$ cat src/rtl/ack_wait_fsm_pkg.sv
// ack_wait_fsm_pkg: shared types and helpers for the ACK wait tracker and its match compare
package ack_wait_fsm_pkg;
  localparam int NODE_ID_W = 8;
  localparam int PKT_ID_W = 8;
  typedef logic [NODE_ID_W-1:0] node_id_t;
  typedef logic [PKT_ID_W-1:0] packet_id_t;
  typedef enum logic [1:0] {IDLE, WAIT, RETX, DONE} ack_wait_state_e;
  // counter width for values 0..n-1, never narrower than one bit
  function automatic int cnt_w(input int n);
    return n < 2 ? 1 : $clog2(n);
  endfunction
endpackage

$ cat src/rtl/ack_wait_fsm_match.sv
// ack_match_comb: combinational check that a decoded header is the ACK for a tracked packet
// Ports: rx_* decoded header fields, exp_src_id/exp_packet_id tracked packet, own_id local node, match result
module ack_match_comb #(
  parameter int NODE_ID_W = 8,
  parameter int PKT_ID_W = 8
) (
  input  logic                 rx_valid,
  input  logic                 rx_is_ack,
  input  logic [NODE_ID_W-1:0] rx_src_id,
  input  logic [NODE_ID_W-1:0] rx_dst_id,
  input  logic [PKT_ID_W-1:0]  rx_packet_id,
  input  logic [NODE_ID_W-1:0] exp_src_id,
  input  logic [NODE_ID_W-1:0] own_id,
  input  logic [PKT_ID_W-1:0]  exp_packet_id,
  output logic                 match
);
  assign match = rx_valid & rx_is_ack & (rx_src_id == exp_src_id) & (rx_dst_id == own_id) &
                 (rx_packet_id == exp_packet_id);
endmodule

$ cat src/rtl/ack_wait_fsm.sv
// ack_wait_fsm: tracks a sent packet until its ACK arrives, retransmitting on timeout up to a retry limit
// Ports: req_* tracking request in, rx_* decoded header monitor, retx_* retransmit request out,
//        done_* one-cycle completion report, busy while a packet is tracked
module ack_wait_fsm
  import ack_wait_fsm_pkg::*;
#(
  parameter int NODE_ID_W = ack_wait_fsm_pkg::NODE_ID_W,
  parameter int PKT_ID_W = ack_wait_fsm_pkg::PKT_ID_W,
  parameter int TIMEOUT_CYCLES = 256,
  parameter int MAX_RETRY = 3
) (
  input  logic                 clk,
  input  logic                 rst_n,
  input  logic [NODE_ID_W-1:0] this_node_id,
  input  logic                 req_valid,
  output logic                 req_ready,
  input  logic [NODE_ID_W-1:0] req_dst_id,
  input  logic [PKT_ID_W-1:0]  req_packet_id,
  input  logic                 rx_valid,
  output logic                 rx_ready,
  input  logic                 rx_is_ack,
  input  logic [NODE_ID_W-1:0] rx_src_id,
  input  logic [NODE_ID_W-1:0] rx_dst_id,
  input  logic [PKT_ID_W-1:0]  rx_packet_id,
  output logic                 retx_valid,
  input  logic                 retx_ready,
  output logic [NODE_ID_W-1:0] retx_dst_id,
  output logic [PKT_ID_W-1:0]  retx_packet_id,
  output logic                 done_valid,
  output logic                 done_ok,
  output logic [PKT_ID_W-1:0]  done_packet_id,
  output logic                 busy
);
  localparam int TW = cnt_w(TIMEOUT_CYCLES + 1);
  localparam int RW = cnt_w(MAX_RETRY + 1);
  localparam logic [TW-1:0] T_LAST = TW'(TIMEOUT_CYCLES - 1);
  localparam logic [RW-1:0] R_MAX = RW'(MAX_RETRY);
  ack_wait_state_e state_q, state_d;
  logic [TW-1:0] timer_q, timer_d;
  logic [RW-1:0] retry_q, retry_d;
  logic ack_seen_q, ack_seen_d, ok_q, ok_d, match;
  logic [NODE_ID_W-1:0] dst_q, dst_d;
  logic [PKT_ID_W-1:0] id_q, id_d;
  ack_match_comb #(.NODE_ID_W(NODE_ID_W), .PKT_ID_W(PKT_ID_W)) u_match (
    .rx_valid(rx_valid), .rx_is_ack(rx_is_ack), .rx_src_id(rx_src_id), .rx_dst_id(rx_dst_id),
    .rx_packet_id(rx_packet_id), .exp_src_id(dst_q), .own_id(this_node_id),
    .exp_packet_id(id_q), .match(match)
  );
  always_ff @(posedge clk) begin
    if (!rst_n) begin
      state_q <= IDLE;
      timer_q <= '0;
      retry_q <= '0;
      ack_seen_q <= 1'b0;
      ok_q <= 1'b0;
      dst_q <= '0;
      id_q <= '0;
    end else begin
      state_q <= state_d;
      timer_q <= timer_d;
      retry_q <= retry_d;
      ack_seen_q <= ack_seen_d;
      ok_q <= ok_d;
      dst_q <= dst_d;
      id_q <= id_d;
    end
  end
  always_comb begin
    state_d = state_q;
    timer_d = timer_q;
    retry_d = retry_q;
    ack_seen_d = ack_seen_q;
    ok_d = ok_q;
    dst_d = dst_q;
    id_d = id_q;
    case (state_q)
      IDLE: if (req_valid) begin
        state_d = WAIT;
        dst_d = req_dst_id;
        id_d = req_packet_id;
        timer_d = '0;
        retry_d = '0;
        ack_seen_d = 1'b0;
      end
      // a match wins over a timeout landing in the same cycle
      WAIT: if (match) begin
        state_d = DONE;
        ok_d = 1'b1;
      end else if (timer_q == T_LAST) begin
        state_d = retry_q == R_MAX ? DONE : RETX;
        ok_d = 1'b0;
      end else begin
        timer_d = timer_q + 1'b1;
      end
      // an ACK seen while the retransmit is pending, even on the handshake cycle, completes the packet
      RETX: begin
        ack_seen_d = ack_seen_q | match;
        if (retx_ready) begin
          state_d = ack_seen_d ? DONE : WAIT;
          ok_d = ack_seen_d;
          retry_d = ack_seen_d ? retry_q : retry_q + 1'b1;
          timer_d = '0;
        end
      end
      DONE: state_d = IDLE;
      default: state_d = IDLE;
    endcase
  end
  assign req_ready = state_q == IDLE;
  assign busy = state_q != IDLE;
  assign rx_ready = 1'b1;
  assign retx_valid = state_q == RETX;
  assign retx_dst_id = dst_q;
  assign retx_packet_id = id_q;
  assign done_valid = state_q == DONE;
  assign done_ok = done_valid & ok_q;
  assign done_packet_id = id_q;
endmodule

$ cat config.mk
export PLATFORM = sky130hd
export DESIGN_NAME = ack_wait_fsm
export DESIGN_NICKNAME = d
export VERILOG_FILES = /design/src/rtl/ack_wait_fsm_pkg.sv /design/src/rtl/ack_wait_fsm_match.sv /design/src/rtl/ack_wait_fsm.sv
export SDC_FILE = /design/constraint.sdc
export NUM_CORES = 1
export LEC_CHECK = 0
export ABC_AREA = 0
export BUFFER_PORTS_ARGS = -buffer_cell sky130_fd_sc_hd__buf_2
export CORE_MARGIN = 2
export CORE_UTILIZATION = 41
export CTS_CLUSTER_DIAMETER = 80
export DETAILED_ROUTE_END_ITERATION = 6
export PLACE_DENSITY = 0.75
export SETUP_SLACK_MARGIN = 0.02
export SLEW_MARGIN = 40
export SYNTH_ARGS = -nofsm -noshare
export SYNTH_HDL_FRONTEND = slang
export SYNTH_HIERARCHICAL = 1
export SYNTH_SLANG_ARGS = --single-unit
$ cat constraint.sdc
create_clock -name clk -period 2.15 [get_ports clk]
set_clock_uncertainty 0.1 [all_clocks]
set_input_delay 0.215 -clock clk [delete_from_list [all_inputs] [get_ports clk]]
set_output_delay 0.215 -clock clk [all_outputs]
set_load 0.02 [all_outputs]
==> impl_metrics.env <==
export IMPL_status="complete, but fails checks"
export IMPL_violations_in_the_final_reports="setup timing"
export IMPL_ctsRootBufferMaster="sky130_fd_sc_hd__clkbuf_8"
export IMPL_net_switching_power_uw=432
export IMPL_slew_headroom_pct=60.8
export IMPL_dieWidth_um=69.2
export IMPL_post_dp_hpwl_um=3480
export IMPL_die_h_um=69.2
export IMPL_area_of_the_die_mm2=0.00479
export IMPL_cts_sink_count=31
export IMPL_p_per_area_mw_per_mm2=572
export IMPL_detail_route_drc_violations=0
export IMPL_max_clock_freq_ghz=0.446
export IMPL_critPathSlowestCell="sky130_fd_sc_hd__or4b_4"
export IMPL_place_port_buffers=82
export IMPL_final_hold_viol_count=0
export IMPL_peakVddDrop_v=0.000259
export IMPL_critPathCaptureType="register"
export IMPL_hold_depth=3
export IMPL_remaining_global_route_overflow=0
export IMPL_synthesized_netlist_net_count=274
export IMPL_crit_buf_inv=0
export IMPL_boundaryPins=84
export IMPL_synth_seq_area_share_pct=35.6
export IMPL_cap_violations=0
export IMPL_number_of_instances_in_the_placed_design=344
export IMPL_vias_per_cell=4.98
export IMPL_final_antenna_net_count=0
export IMPL_cts_tree="yes"
export IMPL_cts_htree_levels=2
export IMPL_area_growth_synth_to_final_pct=41.0
export IMPL_cellInternalPower_uw=975
export IMPL_fillerInstances=366
export IMPL_avgRoutedWirePerCell_um=12.9
export IMPL_drv_slew=0
export IMPL_period_needed_ns=2.24
export IMPL_first_pass_grt_wire_length_um=7490
export IMPL_synth_cells=217
export IMPL_worst_hold_path_endpoint="done_packet_id[6]"
export IMPL_ys_warnings_count=6
export IMPL_power_static_leakage_uw=0.00113
export IMPL_cp_max_fo=6
export IMPL_synth_simple_area_share_pct=26.0
export IMPL_gpl_final_weighted_congestion=0.872
export IMPL_dr_pass1_iters=4
export IMPL_grt_usage_pct=19.4
export IMPL_route_vias_total=1777
export IMPL_synthDistinctLibCells=43
export IMPL_crit_required_ns=2.27
export IMPL_final_cell_count_no_fill=357
export IMPL_final_setup_worst_slack_ns=-0.0919
export IMPL_synth_compound_gate_area_share_pct=14.9
export IMPL_seqPwrFrac_pct=44.5
export IMPL_insertedDiodeCount=0
export IMPL_finalHoldWorstSlack_ns=0.0635
export IMPL_critPathMostFrequentCell="sky130_fd_sc_hd__or4b_4"
export IMPL_critical_path_startpoint_type="register"
export IMPL_cts_inserted_buffers=5
export IMPL_grt_pass1_vias=1653
export IMPL_crit_family="simple AND/OR/NAND/NOR gates"
export IMPL_cts_path_max_buffers=2
export IMPL_arrival_ns=2.36
export IMPL_r2r_setup_slack_ns=-0.09
export IMPL_utilization_pct=60.6
export IMPL_row_count=23
export IMPL_synth_area_mm2=0.00174
export IMPL_critPathKind="register to register"
export IMPL_power_frac_comb_pct=25.3
export IMPL_drive_gt1_share_pct=45.3
export IMPL_worstReg2RegEnd="timer_q[5]"
export IMPL_clkPwrFrac_pct=30.1
export IMPL_antenna_violations_before_repair=0
export IMPL_yosys_mux_area_fraction_pct=1.22
export IMPL_clkTransAtPathRegs_ns=0.07
export IMPL_cpPeakStageDelay_ns=0.57
export IMPL_main_combinational_cell_family_by_area_after_synthesis="simple AND/OR/NAND/NOR gates"
export IMPL_clk_latency_ns=0.29
export IMPL_yosys_area_share_adder_pct=2.15
export IMPL_wirelength_um=4610
export IMPL_num_nets_final=364
export IMPL_synth_ff_latch_count=31
export IMPL_grt_max_degree=20
export IMPL_coreArea_mm2=0.00406
export IMPL_r2r_start="timer_q[0]"
export IMPL_hold_buffers=0
export IMPL_holdCritStartpoint="req_packet_id[6]"
export IMPL_final_min_period_over_clock_period_pct=104
export IMPL_crit_path_cell_trace="ha_4, nand3_4, nor3_2, ha_2, or4b_4, or4b_4, a21oi_2"
export IMPL_post_synth_xor_area_fraction_pct=12.1
export IMPL_tightestPinTransition_ns=0.589
export IMPL_netSwitchingFraction_pct=30.7
export IMPL_timing_hold_worst_class="primary input to register"
export IMPL_initial_utilization_pct=43.0
export IMPL_syn_mean_instance_area_um2=8.04
export IMPL_grt_setup_unrepaired="yes"
export IMPL_reg2reg_depth=7
export IMPL_setup_viol=4
export IMPL_detailedRoute_firstIterationViolations=95
-- layout by cell type, fill, tap and decap left out, types with 2 or more instances in the layout --
| master | instances |
|---|---|
| sky130_fd_sc_hd__buf_2 | 82 |
| sky130_fd_sc_hd__nand2_1 | 41 |
| sky130_fd_sc_hd__buf_4 | 19 |
| sky130_fd_sc_hd__dfxtp_1 | 18 |
| sky130_fd_sc_hd__xor2_1 | 14 |
| sky130_fd_sc_hd__nor2_1 | 13 |
| sky130_fd_sc_hd__a21oi_1 | 12 |
| sky130_fd_sc_hd__a21boi_0 | 12 |
| sky130_fd_sc_hd__xnor2_1 | 9 |
| sky130_fd_sc_hd__dfxtp_2 | 7 |
| sky130_fd_sc_hd__nand3_1 | 6 |
| sky130_fd_sc_hd__dfxtp_4 | 6 |
| sky130_fd_sc_hd__o21ai_0 | 5 |
| sky130_fd_sc_hd__clkbuf_8 | 5 |
| sky130_fd_sc_hd__inv_1 | 4 |
| sky130_fd_sc_hd__nand4_1 | 4 |
| sky130_fd_sc_hd__nor2b_1 | 3 |
| sky130_fd_sc_hd__a31oi_1 | 3 |
| sky130_fd_sc_hd__and2_1 | 2 |
| sky130_fd_sc_hd__or3b_1 | 2 |
| sky130_fd_sc_hd__or4b_4 | 2 |
| sky130_fd_sc_hd__nand2b_1 | 2 |
| sky130_fd_sc_hd__nor4_1 | 2 |
-- cell type report --
| type | instances | area, um^2 | area share [%] |
|---|---|---|---|
| Timing Repair Buffer | 103 | 584 | 23.8 |
| Multi-Input combinational cell | 162 | 1070 | 43.4 |
| Sequential cell | 31 | 652 | 26.5 |
| Tap cell | 50 | 62.6 | 2.54 |
| Clock buffer | 5 | 68.8 | 2.80 |
| Clock inverter | 2 | 8.76 | 0.356 |
| Inverter | 4 | 15.0 | 0.610 |
-- tightest hold or removal path, stage by stage --
cell                       delay, ns
sky130_fd_sc_hd__buf_2          0.09
sky130_fd_sc_hd__nand2_1        0.04
sky130_fd_sc_hd__a21boi_0       0.06
-- cell families (layout without fill, tap and decap cells) --
logic type | count (synthesis) | after routing
AND/OR/NAND/NOR | 91 | 91
other | 1 | 1
buffers and inverters | 24 | 114
XOR/XNOR | 24 | 24
multiplexers | 2 | 2
AO/OA/AOI/OAI | 41 | 41
flip-flops | 31 | 31
adder cells (fa/ha/maj) | 3 | 3
-- power by group through the flow --
stage	logic, uW	clock network (uW)	registers, uW
final	357	424	627
after detailed placement	342	0	640
after CTS	352	430	627
after global placement	338	0	639
after floorplan	199	0	664
after global routing	389	466	630
-- cell usage after synthesis --
cell type | number | area [um^2]
sky130_fd_sc_hd__a211oi_1 | 1 | 7.51
sky130_fd_sc_hd__a21boi_0 | 12 | 90.1
sky130_fd_sc_hd__a21boi_1 | 1 | 7.51
sky130_fd_sc_hd__a21oi_1 | 13 | 65.1
sky130_fd_sc_hd__a22oi_1 | 1 | 7.51
sky130_fd_sc_hd__a31oi_1 | 3 | 18.8
sky130_fd_sc_hd__and2_1 | 2 | 12.5
sky130_fd_sc_hd__and3_1 | 2 | 12.5
sky130_fd_sc_hd__and4_1 | 1 | 8.76
sky130_fd_sc_hd__buf_2 | 2 | 10.0
sky130_fd_sc_hd__buf_4 | 10 | 75.1
sky130_fd_sc_hd__buf_6 | 1 | 11.3
sky130_fd_sc_hd__clkbuf_1 | 7 | 26.3
sky130_fd_sc_hd__conb_1 | 1 | 3.75
sky130_fd_sc_hd__dfxtp_1 | 31 | 621
sky130_fd_sc_hd__ha_1 | 3 | 37.5
sky130_fd_sc_hd__inv_1 | 4 | 15.0
sky130_fd_sc_hd__mux2_2 | 1 | 11.3
sky130_fd_sc_hd__mux2i_1 | 1 | 10.0
sky130_fd_sc_hd__nand2_1 | 41 | 154
sky130_fd_sc_hd__nand2b_1 | 2 | 12.5
sky130_fd_sc_hd__nand3_1 | 8 | 40.0
sky130_fd_sc_hd__nand3b_1 | 1 | 7.51
sky130_fd_sc_hd__nand4_1 | 4 | 25.0
sky130_fd_sc_hd__nor2_1 | 13 | 48.8
sky130_fd_sc_hd__nor2b_1 | 3 | 18.8
sky130_fd_sc_hd__nor3_1 | 2 | 10.0
sky130_fd_sc_hd__nor3b_1 | 1 | 7.51
sky130_fd_sc_hd__nor4_1 | 3 | 18.8
sky130_fd_sc_hd__nor4_2 | 1 | 12.5
sky130_fd_sc_hd__o211ai_1 | 1 | 7.51
sky130_fd_sc_hd__o21a_1 | 1 | 7.51
sky130_fd_sc_hd__o21ai_0 | 6 | 30.0
sky130_fd_sc_hd__o311a_2 | 1 | 11.3
sky130_fd_sc_hd__o31ai_1 | 1 | 7.51
sky130_fd_sc_hd__or3_1 | 1 | 6.26
sky130_fd_sc_hd__or3b_1 | 2 | 17.5
sky130_fd_sc_hd__or3b_2 | 1 | 8.76
sky130_fd_sc_hd__or4_1 | 1 | 7.51
sky130_fd_sc_hd__or4b_1 | 1 | 10.0
sky130_fd_sc_hd__or4b_4 | 1 | 13.8
sky130_fd_sc_hd__xnor2_1 | 9 | 78.8
sky130_fd_sc_hd__xor2_1 | 15 | 131
-- state kept, by name, summed over array words and instances (netlist names) --
name            cells
state_q             2
retx_dst_id         8
timer_q             9
retry_q             2
ok_q                1
done_packet_id      8
ack_seen_q          1
-- per-layer routing --
| layer | global-route usage [%] | vias up | part of all wire [%] |
|---|---|---|---|
| met3 | 6.10 | 8 | 7.4 |
| met4 | 8.28 | 0 | 1.8 |
| met5 | 0 | - | 0 |
| met2 | 33.3 | 71 | 50 |
| li1 | - | 905 | - |
| met1 | 22.2 | 793 | 41 |
-- per-stage QoR --
stage / instance area (um^2) / setup WS, ns / TNS [ns] / total power (uW)
floorplan: 1820 / -0.00573 / -0.00573 / 864
detailed placement: 2270 / -0.0567 / -0.163 / 981
global route: 2460 / -0.138 / -1.04 / 1480
finish: 2460 / -0.0919 / -0.156 / 1410
CTS: 2390 / -0.0264 / -0.0440 / 1410
global placement: 2270 / -0.0111 / -0.0111 / 977
-- what timing repair did --
action / 4_1_cts / 5_1_grt
setup endpoints to repair: 6 / 14
resized for setup: 2 / 9
buffers inserted: 3 / 3
pin swaps: 8 / 8
cloned: 0 / 0
-- how the worst max path moves through the flow --
stage / startpoint / end / slack (ns) / cells past startpoint
CTS: timer_q[1] / timer_q[8] / -0.03 / 8
global route: timer_q[0] / timer_q[5] / -0.14 / 7
finish: timer_q[0] / timer_q[5] / -0.09 / 7
floorplan: timer_q[0] / timer_q[8] / -0.006 / 9
global placement: retx_dst_id[4] / timer_q[8] / -0.01 / 8
detailed placement: retx_dst_id[4] / timer_q[8] / -0.06 / 8
Power figures use the tool's default switching activity.
